$ cat config.mk
export PLATFORM = sky130hd
export DESIGN_NAME = hc165_reader
export DESIGN_NICKNAME = d
export VERILOG_FILES = /design/src/rtl/hc165_reader_pkg.sv /design/src/rtl/hc165_tick_gen.sv /design/src/rtl/hc165_reader.sv
export SDC_FILE = /design/constraint.sdc
export NUM_CORES = 1
export LEC_CHECK = 0
export ABC_AREA = 1
export ABC_CLOCK_PERIOD_IN_PS = 3400
export BUFFER_PORTS_ARGS = -buffer_cell sky130_fd_sc_hd__buf_2
export CAP_MARGIN = 20
export CELL_PAD_IN_SITES_DETAIL_PLACEMENT = 0
export CELL_PAD_IN_SITES_GLOBAL_PLACEMENT = 2
export CORE_AREA = 8 8 84 86
export CTS_BUF_LIST = sky130_fd_sc_hd__clkbuf_2 sky130_fd_sc_hd__clkbuf_4 sky130_fd_sc_hd__clkbuf_8
export DETAILED_ROUTE_END_ITERATION = 16
export DIE_AREA = 0 0 92 94
export PLACE_DENSITY_LB_ADDON = 0.08
export SLEW_MARGIN = 30
export SYNTH_ARGS = -nofsm -noshare
export SYNTH_HDL_FRONTEND = slang
export SYNTH_SLANG_ARGS = --single-unit
$ cat constraint.sdc
create_clock -name clk -period 3.4 [get_ports clk]
set_clock_uncertainty 0.1 [all_clocks]
set_input_delay 0.17 -clock clk [delete_from_list [all_inputs] [get_ports clk]]
set_output_delay 0.17 -clock clk [all_outputs]
set_load 0.02 [all_outputs]
$ cat src/rtl/hc165_reader_pkg.sv
// Shared definitions for the 74HC165 chain reader: FSM state encoding and counter sizing.
package hc165_reader_pkg;

  typedef enum logic [2:0] {
    ST_IDLE,
    ST_LOAD,
    ST_SHIFT,
    ST_DONE,
    ST_GAP
  } state_e;

  // Bits needed to count 0..n-1; never less than one.
  function automatic int unsigned cnt_width(input int unsigned n);
    int unsigned w;
    w = 1;
    while ((64'd1 << w) < 64'(n)) w++;
    return w;
  endfunction

endpackage

$ cat src/rtl/hc165_tick_gen.sv
// Half-period tick generator for the 74HC165 shift clock; restart re-aligns the phase.
module hc165_tick_gen
  import hc165_reader_pkg::*;
#(
  parameter int unsigned CLK_DIV = 50
) (
  input  logic clk,
  input  logic rst,
  input  logic restart,
  output logic tick_c
);

  localparam int unsigned CW = cnt_width(CLK_DIV);

  logic [CW-1:0] cnt;

  assign tick_c = (cnt == CW'(CLK_DIV - 1));

  always_ff @(posedge clk) begin
    if (!rst || restart) begin
      cnt <= '0;
    end else if (tick_c) begin
      cnt <= '0;
    end else begin
      cnt <= cnt + CW'(1);
    end
  end

endmodule

$ cat src/rtl/hc165_reader.sv
// Continuous 74HC165 chain scanner: PL/CP generation, serial capture, framed word output.
// Optional build macro HC165_DEBOUNCE_EN: publish only when two consecutive raw frames agree.
module hc165_reader
  import hc165_reader_pkg::*;
#(
  parameter int unsigned WIDTH    = 8,
  parameter int unsigned CLK_DIV  = 50,
  parameter int unsigned SCAN_GAP = 1000
) (
  input  logic             clk,
  input  logic             rst,
  input  logic             en,
  input  logic             ser165,
  output logic             pl165,
  output logic             clk165,
  output logic [WIDTH-1:0] data_out,
  output logic             data_valid,
  output logic             busy
);

  localparam int unsigned HALVES   = 2 * WIDTH;
  localparam int unsigned HC_W     = cnt_width(HALVES);
  localparam int unsigned GAP_W    = cnt_width(SCAN_GAP);
  localparam int unsigned GAP_LAST = (SCAN_GAP > 0) ? SCAN_GAP - 1 : 0;

  state_e           state, state_d;
  logic [HC_W-1:0]  hcnt, hcnt_d;
  logic [GAP_W-1:0] gcnt, gcnt_d;
  logic [WIDTH-1:0] shreg, shreg_d;
  logic             clk165_d;
  logic             tick_c;
  logic             restart_c;
  logic             done_entry_c;
  logic             match_c;

  hc165_tick_gen #(
    .CLK_DIV (CLK_DIV)
  ) u_tick (
    .clk     (clk),
    .rst     (rst),
    .restart (restart_c),
    .tick_c  (tick_c)
  );

  // Divider phase restarts on every LOAD entry so each frame has identical timing.
  assign restart_c    = (state_d == ST_LOAD) && (state != ST_LOAD);
  assign done_entry_c = (state_d == ST_DONE);

  always_comb begin
    state_d  = state;
    hcnt_d   = hcnt;
    gcnt_d   = gcnt;
    shreg_d  = shreg;
    clk165_d = clk165;
    unique case (state)
      ST_IDLE: begin
        hcnt_d = '0;
        if (en) state_d = ST_LOAD;
      end
      ST_LOAD: begin
        if (tick_c) begin
          if (hcnt == HC_W'(1)) begin
            state_d = ST_SHIFT;
            hcnt_d  = '0;
          end else begin
            hcnt_d = hcnt + HC_W'(1);
          end
        end
      end
      ST_SHIFT: begin
        // Even halves are clk165 low; sample just before the rising edge.
        if (tick_c) begin
          if (!hcnt[0]) begin
            shreg_d  = {shreg[WIDTH-2:0], ser165};
            clk165_d = 1'b1;
          end else begin
            clk165_d = 1'b0;
          end
          if (hcnt == HC_W'(HALVES - 1)) begin
            state_d = ST_DONE;
            hcnt_d  = '0;
          end else begin
            hcnt_d = hcnt + HC_W'(1);
          end
        end
      end
      ST_DONE: begin
        hcnt_d = '0;
        gcnt_d = '0;
        if (SCAN_GAP == 0) state_d = en ? ST_LOAD : ST_IDLE;
        else               state_d = ST_GAP;
      end
      ST_GAP: begin
        hcnt_d = '0;
        if (gcnt == GAP_W'(GAP_LAST)) begin
          state_d = en ? ST_LOAD : ST_IDLE;
          gcnt_d  = '0;
        end else begin
          gcnt_d = gcnt + GAP_W'(1);
        end
      end
      default: state_d = ST_IDLE;
    endcase
  end

`ifdef HC165_DEBOUNCE_EN
  logic [WIDTH-1:0] prev_frame;
  logic             prev_ok;

  assign match_c = prev_ok && (shreg_d == prev_frame);

  always_ff @(posedge clk) begin
    if (!rst) begin
      prev_frame <= '0;
      prev_ok    <= 1'b0;
    end else if (done_entry_c) begin
      prev_frame <= shreg_d;
      prev_ok    <= 1'b1;
    end
  end
`else
  assign match_c = 1'b1;
`endif

  // State register plus outputs registered from the next state (glitch-free pins).
  always_ff @(posedge clk) begin
    if (!rst) begin
      state      <= ST_IDLE;
      hcnt       <= '0;
      gcnt       <= '0;
      shreg      <= '0;
      pl165      <= 1'b1;
      clk165     <= 1'b0;
      data_out   <= '0;
      data_valid <= 1'b0;
      busy       <= 1'b0;
    end else begin
      state      <= state_d;
      hcnt       <= hcnt_d;
      gcnt       <= gcnt_d;
      shreg      <= shreg_d;
      pl165      <= (state_d != ST_LOAD);
      clk165     <= clk165_d;
      busy       <= (state_d == ST_LOAD) || (state_d == ST_SHIFT);
      data_valid <= done_entry_c && match_c;
      if (done_entry_c && match_c) data_out <= shreg_d;
    end
  end

endmodule

== Word level (Yosys, flattened, before mapping) ==
Index checks and enable logic that the tools add are counted.

* Register bits: 43
* Memories: 0
* Bits in writable memories: 0
* Bits in read-only memories: 0
* Bits in latches: 0
* Logic and storage cells: 58

* Shift operators: 0
* $lt $le $gt $ge: 0
* Reduce and logical (&&, ||, !) cells: 11
* Bitwise gates (word level): 0
* Multipliers: 0
* Add/sub/neg operators: 3
* Divide/modulo/power cells: 0
* Multiplexer cells: 19
* Eq/ne operators: 15

{| class="wikitable"
|+ Operators with widths
! cell !! count
|-
| $mux 8 || 3
|-
| $pmux 10 s2 || 1
|-
| $mux 3 || 6
|-
| $mux 4 || 4
|-
| $pmux 3 s5 || 1
|-
| $eq 3x2->1 const B || 4
|-
| $pmux 4 s3 || 1
|-
| $add 10x1->10 const B || 1
|-
| $eq 10x10->1 const B || 1
|-
| $mux 10 || 1
|-
| $add 6x1->6 const B || 1
|-
| $eq 3x1->1 const B || 2
|-
| $eq 6x6->1 const B || 1
|-
| $ne 3x1->1 const B || 2
|-
| $add 4x1->4 const B || 1
|-
| $eq 4x1->1 const B || 1
|-
| $eq 4x4->1 const B || 1
|-
| $ne 2x2->1 const B || 2
|-
| $eq 3x3->1 const B || 1
|-
| $logic_not 3->1 || 1
|-
| $reduce_and 3->1 || 1
|-
| $reduce_bool 3->1 || 1
|-
| $reduce_or 3->1 || 1
|-
| $logic_or 1x1->1 || 2
|-
| 6 further kinds || 7
|}

== Depth between registers and ports, before layout ==
Gate-level depths: netlist (run 1).

* Depth after elaboration: 8
* Gate-level depth with buffers: 12
* Depth with buffers taken out: 11

== Modules after synthesis ==
A second synthesis (run 1) with hierarchy kept.

* Cell total of the unflattened synthesis: 292
* Area total of the unflattened synthesis: 2,160.8 µm²

{| class="wikitable"
|+ By module, submodules not included
! module !! cells each !! area an instance (µm²) !! instances
|-
| hc165_reader || 257 || 1,874.3 || 1
|-
| hc165_tick_gen || 35 || 286.5 || 1
|}

== Worst setup path after synthesis (run 1) ==
Ideal clock, no wire load.

* Path type: reg2reg
* Start point: reg hcnt[0]
* End point: reg data_out[5]
* Setup time: 0.110 ns
* Setup slack: 1.855 ns
* Arrival time: 1.335 ns
* Stages on the path, launching flop included: 10
* Cell sequence: dfxtp_1 -> ha_1 -> nand3_1 -> inv_1 -> nand3_1 -> inv_2 -> buf_6 -> or2_2 -> inv_1 -> nor2_1

* Longest elaborated chain between the ends: 5
* Elaborated cells on any way between the ends: 11

{| class="wikitable"
|+ Ends and longest elaborated chain
! what !! RTL line !! source
|-
| from (decl) || hc165_reader.sv:27 || <nowiki>logic [HC_W-1:0] hcnt, hcnt_d;</nowiki>
|-
| from (signal assigned) || hc165_reader.sv:139 || <nowiki>hcnt <= hcnt_d;</nowiki>
|-
| $eq 4x4->1 or $eq 4x1->1 (tied branches) || hc165_reader.sv:79, hc165_reader.sv:62 ||
|-
| $mux 3 (on tied branches) || hc165_reader.sv:79, hc165_reader.sv:62 ||
|-
| $mux 3 (on tied branches) || hc165_reader.sv:72, hc165_reader.sv:61 ||
|-
| $pmux 3 s5 || hc165_reader.sv:55 || <nowiki>unique case (state)</nowiki>
|-
| $eq 3x2->1 || hc165_reader.sv:47 || <nowiki>assign done_entry_c = (state_d == ST_DONE);</nowiki>
|-
| to (signal assigned) || hc165_reader.sv:146 || <nowiki>if (done_entry_c && match_c) data_out <= shreg_d;</nowiki>
|-
| to (decl) || hc165_reader.sv:16 || <nowiki>output logic [WIDTH-1:0] data_out,</nowiki>
|}

Several ways; a longest one is shown, not always the timed one.
A chain may end at the register's enable or synchronous reset.

== Worst setup path in the final report (run 1) ==
* Start point: reg u_tick.cnt[0]
* End point: reg hcnt[1]

* Longest elaborated chain between the ends: 3
* Elaborated cells on any way between the ends: 4

{| class="wikitable"
|+ Ends and longest elaborated chain
! what !! RTL line !! source
|-
| from (decl) || hc165_tick_gen.sv:15 || <nowiki>logic [CW-1:0] cnt;</nowiki>
|-
| from (signal assigned) || hc165_tick_gen.sv:25 || <nowiki>cnt <= cnt + CW'(1);</nowiki>
|-
| $eq 6x6->1 * || hc165_tick_gen.sv:17 || <nowiki>assign tick_c = (cnt == CW'(CLK_DIV - 1));</nowiki>
|-
| $ne 2x2->1 (no source line) || -- ||
|-
| $reduce_and 3->1 (no source line) * || -- ||
|}

Mark *: on every way between the ends. The rest lies on a longest branch, timed or not.

==> summary.txt, run 1 <==
Outcome
  – Status: complete, no violations

Clock network
  – Postcts setup bufs: 0
  – CTS tree: built
  – Clock transition at the registers of the reported paths: 90 ps
  – Htree depth: 2
  – Post-CTS sizing: 0
  – CTS sink cnt: 43
  – Hold_buf cts: 0
  – Root buf cell: clkbuf_8
  – Inserted Clock Buffers: 5
  – Clock Latency Late Sink: between 200 and 300 ps
  – Clock buffer depth: 2

Finish
  – Layout area overhead: 10.8%
  – Most frequent cells in the layout: nand2_1 (77), dfxtp_1 (43), inv_1 (36), nand3_1 (26), nor2_1 (26)
  – Commonest non-fill, non-tap cell in the layout: nand2_1
  – Layout Cells excl Fill: just under 400
  – Layout cells sized above 1: between 10 and 15%
  – Antenna Cells: 0
  – Final net count: ~320

Route
  – Initial DRC count: roughly 70
  – Final ANT Viol Nets: 0
  – DR DRC count: 0
  – Wire per inst: around 12 um
  – Via count: about 1900
  – Vias per cell: between 4 and 5
  – First-pass DRT Iterations: 4
  – Final WL: about 4600 um

Yosys
  – FFs w/ async S/R, synth: 0%
  – Post-synth top area share: between 40% and 50%
  – Synth Instances: around 300
  – EDFF count, synth: 0
  – Yosys cell types: 27
  – Synthesized area: between 2000 and 2500 um^2
  – Yosys reg bits: between 40 and 50
  – Number of synthesis warnings: 0
  – Top cells by area, synth: dfxtp_1 (42%), nand2_1 (14%), inv_1 (6.6%)
  – Seq/Total Area, Yosys: between 40% and 50%
  – Top FF cell, synth: dfxtp_1
  – Yosys top cell by area: dfxtp_1
  – Syn Nets: approximately 300
  – Syn avg cell area: 6.91 um^2

STA
  – Final slew viol count: 0
  – RSZ-0062 raised after global routing: false
  – Worst slew pin tran: 543 ps
  – Hold Violations, Final: 0
  – Part of the cycle the worst path needs: approximately three fifths
  – Achievable frequency: 0.504 GHz
  – # setup viols final: 0
  – WHS: ~87 ps
  – Max-slew headroom at the worst pin: 63.6%
  – Min Tclk post-route: about 2000 ps
  – Setup TNS: 0 ps

Power
  – Pwr/cell area: 395 nW/um^2
  – P_leak: ~0.00096 uW
  – Worst IR drop on VDD: 0.158 mV

Global routing
  – Vias in the first global route: 1828
  – First-pass GRT wire length: between 8000 and 9000 um
  – Initial antenna violation count: 0
  – Pin count of the biggest net entering global routing: 20
  – Tot GR Track Use: a little under an eighth
  – GRT overflow: 0

Place
  – Inst Count DP: between 300 and 400
  – Detail Placement HPWL: ~3300 um
  – Port buffer count: 15
  – GP Congestion: roughly 0.74

Die
  – Core box area: 5750 um^2
  – Die ar.: about 8600 um^2
  – Core Rows: 28
  – Die Ht: about 94 um
  – Initial Util: between 30% and 40%
  – IO Pins: 16
  – Die X: 92 um

Setup path
  – Critical path type: register to register
  – Worst Path Arrival: between 2000 and 2500 ps
  – Largest stage delay, worst path: roughly 400 ps
  – CP required: around 3500 ps
  – Crit path cell chain: ha_1 > nand3_1 > nor2_2 > inv_1 > nand2_1 > o21ai_0 > o21ai_0 > nor2_1
  – Crit path max fanout: 12
  – CP Launch Type: register
  – Most Frequent Cell on Critical Path: o21ai_0
  – Worst path slowest cell: dfxtp_1
  – Critical path endpoint category: register

Hold path
  – Worst Hold Class: input port to register

Run
  – Maxcap violations: 0
[final timing paths]
kind                                  from                   end  slack (ps)  depth (start not counted)
setup / recovery  u_tick.cnt[0]$_SDFF_PP0_  hcnt[1]$_SDFFE_PN0P_        1420                          8
hold / removal                      ser165   shreg[0]$_SDFF_PN0_          90                          3
setup reg to reg  u_tick.cnt[0]$_SDFF_PP0_  hcnt[1]$_SDFFE_PN0P_        1420                          8
hold reg to reg        shreg[7]$_SDFF_PN0_   shreg[7]$_SDFF_PN0_         380                          2
[cells in the mapped netlist, types with 3 or more instances]
cell type,number
nor3_1,6
a21oi_1,23
nand4_1,12
o21ai_0,13
nor2_1,26
or2_2,8
nand2_1,77
nand3_1,26
inv_1,36
dfxtp_1,43
ha_1,5
nor2_2,3
[metrics by stage]
stage	area, um^2	utilization (%)	setup slack, ps	total power [uW]
5_1_grt	2270	39.6	1160	943
4_1_cts	2270	39.6	1430	915
2_1_floorplan	2050	-	1860	568
6_report	2270	39.6	1420	897
3_5_place_dp	2180	38.0	1450	584
3_3_place_gp	2180	38.0	1460	585
[cell families (layout without fill, tap and decap cells)]
group,count (synthesis),in the layout,synth area share [%]
AOI/OAI and AO/OA,40,40,10.3
DFF,43,43,42.0
and+or+nand+nor,161,161,34.8
xor gates and xnor gates,2,2,0.854
buffers and inverters,46,63,9.09
adders and majority gates,5,5,3.05
[power breakdown]
part | total, uW | leakage (uW) | internal [uW] | switching, uW
registers | 518 | 0.000348 | 510 | 7.35
logic | 53.0 | 0.000565 | 15.9 | 37.0
clock network | 327 | 0.0000446 | 152 | 175
[registers in the layout, summed over array words and instances, names as in the netlist]
register,flops
gcnt,10
data_out,8
shreg,8
u_tick.cnt,6
hcnt,4
state,3
busy,1
clk165,1
data_valid,1
pl165,1
[cell type report]
class                   instances  area [um^2]
clock inverters                 2         12.5
multi-input cells             208         1000
well taps                      75         93.8
fillers                       639         3470
clock buffers                   6         76.3
repair buffers                 15         75.1
inverters                      40          150
flip-flops and latches         43          861
[worst max-delay path, delay by kind of cell, from the launching register on]
kind,cells,cell delay [ps]
buf+inv,1,180
simple gates,4,630
flops,1,400
fa+ha+maj,1,170
compound gates,2,390
[layer usage]
metal  up-vias  track usage, %  share of wire [%]
li1        983               -                  -
met4         0            4.43                1.0
met2        26            19.5                 47
met5         -               0                  0
met1       874            13.6                 50
met3         5            2.64                2.6
(Power assumes the default switching activity.)
==> run 2, diff against run 1 <==
--- a/config.mk
+++ b/config.mk
@@ -6,15 +6,15 @@
 export NUM_CORES = 1
 export LEC_CHECK = 0
 export ABC_AREA = 1
-export ABC_CLOCK_PERIOD_IN_PS = 3400
+export ABC_CLOCK_PERIOD_IN_PS = 1600
 export BUFFER_PORTS_ARGS = -buffer_cell sky130_fd_sc_hd__buf_2
 export CAP_MARGIN = 20
 export CELL_PAD_IN_SITES_DETAIL_PLACEMENT = 0
 export CELL_PAD_IN_SITES_GLOBAL_PLACEMENT = 2
-export CORE_AREA = 8 8 84 86
+export CORE_AREA = 8 8 91 93
 export CTS_BUF_LIST = sky130_fd_sc_hd__clkbuf_2 sky130_fd_sc_hd__clkbuf_4 sky130_fd_sc_hd__clkbuf_8
 export DETAILED_ROUTE_END_ITERATION = 16
-export DIE_AREA = 0 0 92 94
+export DIE_AREA = 0 0 99 101
 export PLACE_DENSITY_LB_ADDON = 0.08
 export SLEW_MARGIN = 30
 export SYNTH_ARGS = -nofsm -noshare
==> constraint.sdc (replaced) <==
create_clock -name clk -period 1.6 [get_ports clk]
set_clock_uncertainty 0.1 [all_clocks]
set_input_delay 0.08 -clock clk [delete_from_list [all_inputs] [get_ports clk]]
set_output_delay 0.08 -clock clk [all_outputs]
set_load 0.02 [all_outputs]
==> summary.txt, run 2 (synthesis gave the netlist of run 1 again) <==
Setup path
  – Critical R2R Launch: u_tick.cnt[1]$_SDFF_PP0_
  – Worst reg2reg path endpoint: data_out[6]$_SDFFE_PN0P_
  – Worst Setup SP: u_tick.cnt[1]$_SDFF_PP0_
  – Critical path endpoint category: register
  – CP required: 1750 ps
  – Crit path max fanout: 8
  – Worst Path Arrival: 1660 ps
  – Setup crit end: data_out[6]$_SDFFE_PN0P_
  – Critical path type: register to register
  – Reg-to-reg slack, setup: 90 ps
  – Worst r2r path cells: 10
  – CP Launch Type: register

Place
  – Detail Placement HPWL: about 3700 um
  – Placement Cell Area: 2420 um^2
  – GP Congestion: 0.732
  – Port buffer count: 15
  – Inst Count DP: around 420
  – Dpl ws: -30.1 ps

Die
  – Die X: between 90 and 100 um
  – Initial Util: between 20% and 30%
  – Core Rows: 31
  – Die Ht: around 100 um
  – Core box area: 6940 um^2
  – IO Pins: 16
  – Die ar.: approximately 10000 um^2

STA
  – Min Tclk post-route: 1510 ps
  – Achievable frequency: 0.661 GHz
  – # setup viols final: 0
  – Worst Slack Setup Final: 86.3 ps
  – Worst slew pin tran: between 300 and 400 ps
  – Final slew viol count: 0
  – WHS: roughly 64 ps
  – RSZ-0062 raised after global routing: true
  – Hold Violations, Final: 0
  – Part of the cycle the worst path needs: between 90% and 100%
  – Max-slew headroom at the worst pin: 74.4%

Route
  – Initial DRC count: 53
  – DR DRC count: 0
  – First-pass DRT Iterations: 6
  – Final WL: between 4000 and 5000 um
  – Vias per cell: between 4 and 5
  – Wire per inst: roughly 12 um
  – Via count: a little under 2000
  – Final ANT Viol Nets: 0

Clock network
  – CTS sink cnt: 43
  – Clock buffer depth: 2
  – Clock Latency Late Sink: 300 ps
  – Htree depth: 2
  – Inserted Clock Buffers: 5
  – Clock transition at the registers of the reported paths: about 90 ps
  – CTS tree: built
  – Root buf cell: clkbuf_8
  – Postcts setup bufs: 0

Finish
  – Biggest register: gcnt
  – Multi-input logic area: approximately 1100 um^2
  – Antenna Cells: 0
  – Reg area: 870 um^2
  – Final net count: 353
  – Finished Cell Area: 2630 um^2
  – Most frequent cells in the layout: nand2_1 (75), dfxtp_1 (36), inv_1 (33), buf_4 (28), nor2_1 (25)
  – Layout area overhead: 28.2%
  – Commonest non-fill, non-tap cell in the layout: nand2_1
  – Layout cells sized above 1: a little over a quarter
  – Fill cells: ~770
  – Layout Cells excl Fill: 427
  – Top Registers: gcnt (10), data_out (8), shreg (8)
  – Max reg flops: 10

Global routing
  – Initial antenna violation count: 0
  – First-pass GRT wire length: between 8000 and 9000 um
  – Vias in the first global route: approximately 2000
  – GRT overflow: 0
  – Pin count of the biggest net entering global routing: 19
  – Tot GR Track Use: 10.9%

Hold path
  – Worst Hold Class: input port to register

Power
  – P_leak: 0.00111 uW
  – Worst IR drop on VDD: 0.284 mV
  – Pwr/cell area: between 700 and 800 nW/um^2

Outcome
  – Status: complete, no violations

Run
  – Maxcap violations: 0
run 2: stage by stage:
| stage | TNS [ps] | utilization [%] | total power (uW) |
|---|---|---|---|
| 6_report | 0 | 37.9 | 2000 |
| 5_1_grt | -229 | 37.9 | 2120 |
| 2_1_floorplan | 0 | - | 1210 |
| 3_3_place_gp | -359 | 34.8 | 1280 |
| 4_1_cts | 0 | 36.7 | 2040 |
| 3_5_place_dp | -197 | 34.8 | 1270 |
run 2: metal layers:
metal | GRT usage, % | vias up | part of all wire (%)
met3 | 2.56 | 5 | 2.3
met1 | 13.1 | 865 | 48
met4 | 3.54 | 0 | 0.91
li1 | - | 1050 | -
met2 | 18.7 | 19 | 49
met5 | 0 | - | 0
run 2: how the worst min path moves through the flow:
| stage | from | endpoint | slack [ps] | cells after the start |
|---|---|---|---|---|
| floorplan | ser165 | shreg[0]$_SDFF_PN0_ | 180 | 2 |
| global placement | ser165 | shreg[0]$_SDFF_PN0_ | 310 | 3 |
| detailed placement | ser165 | shreg[0]$_SDFF_PN0_ | 310 | 3 |
| CTS | en | state[0]$_SDFF_PN0_ | 60 | 5 |
| global route | en | state[0]$_SDFF_PN0_ | 110 | 5 |
| finish | en | state[0]$_SDFF_PN0_ | 60 | 5 |
run 2: worst max-delay path, cell delays in order, from the launching register on:
cell,delay [ps]
dfxtp_2,330
inv_2,60
ha_4,130
nand3_4,80
nor2_4,170
buf_6,130
buf_6,120
nand4_1,110
nand3_1,110
nand2_1,50
nor2_1,80
run 2: final cells by class:
class,instances,area share (%)
well taps,82,3.90
clock buffers,5,2.62
inverters,40,5.90
clock inverters,3,0.904
multi-input cells,208,41.5
repair buffers,46,12.1
flip-flops and latches,43,33.1
run 2: report_power, final:
part | internal [uW] | switching, uW
registers | 1090 | 12.6
logic | 70.3 | 98.6
clock network | 313 | 419
total | 1470 | 530
run 2: what timing repair did:
action / 4_1_cts / 5_1_grt
pin swaps: 0 / 6
endpoints found under the hold margin: 1 / 0
gates cloned: 0 / 0
hold buffers: 1 / 0
gates resized for setup: 6 / 28
setup endpoints to repair: 12 / 20
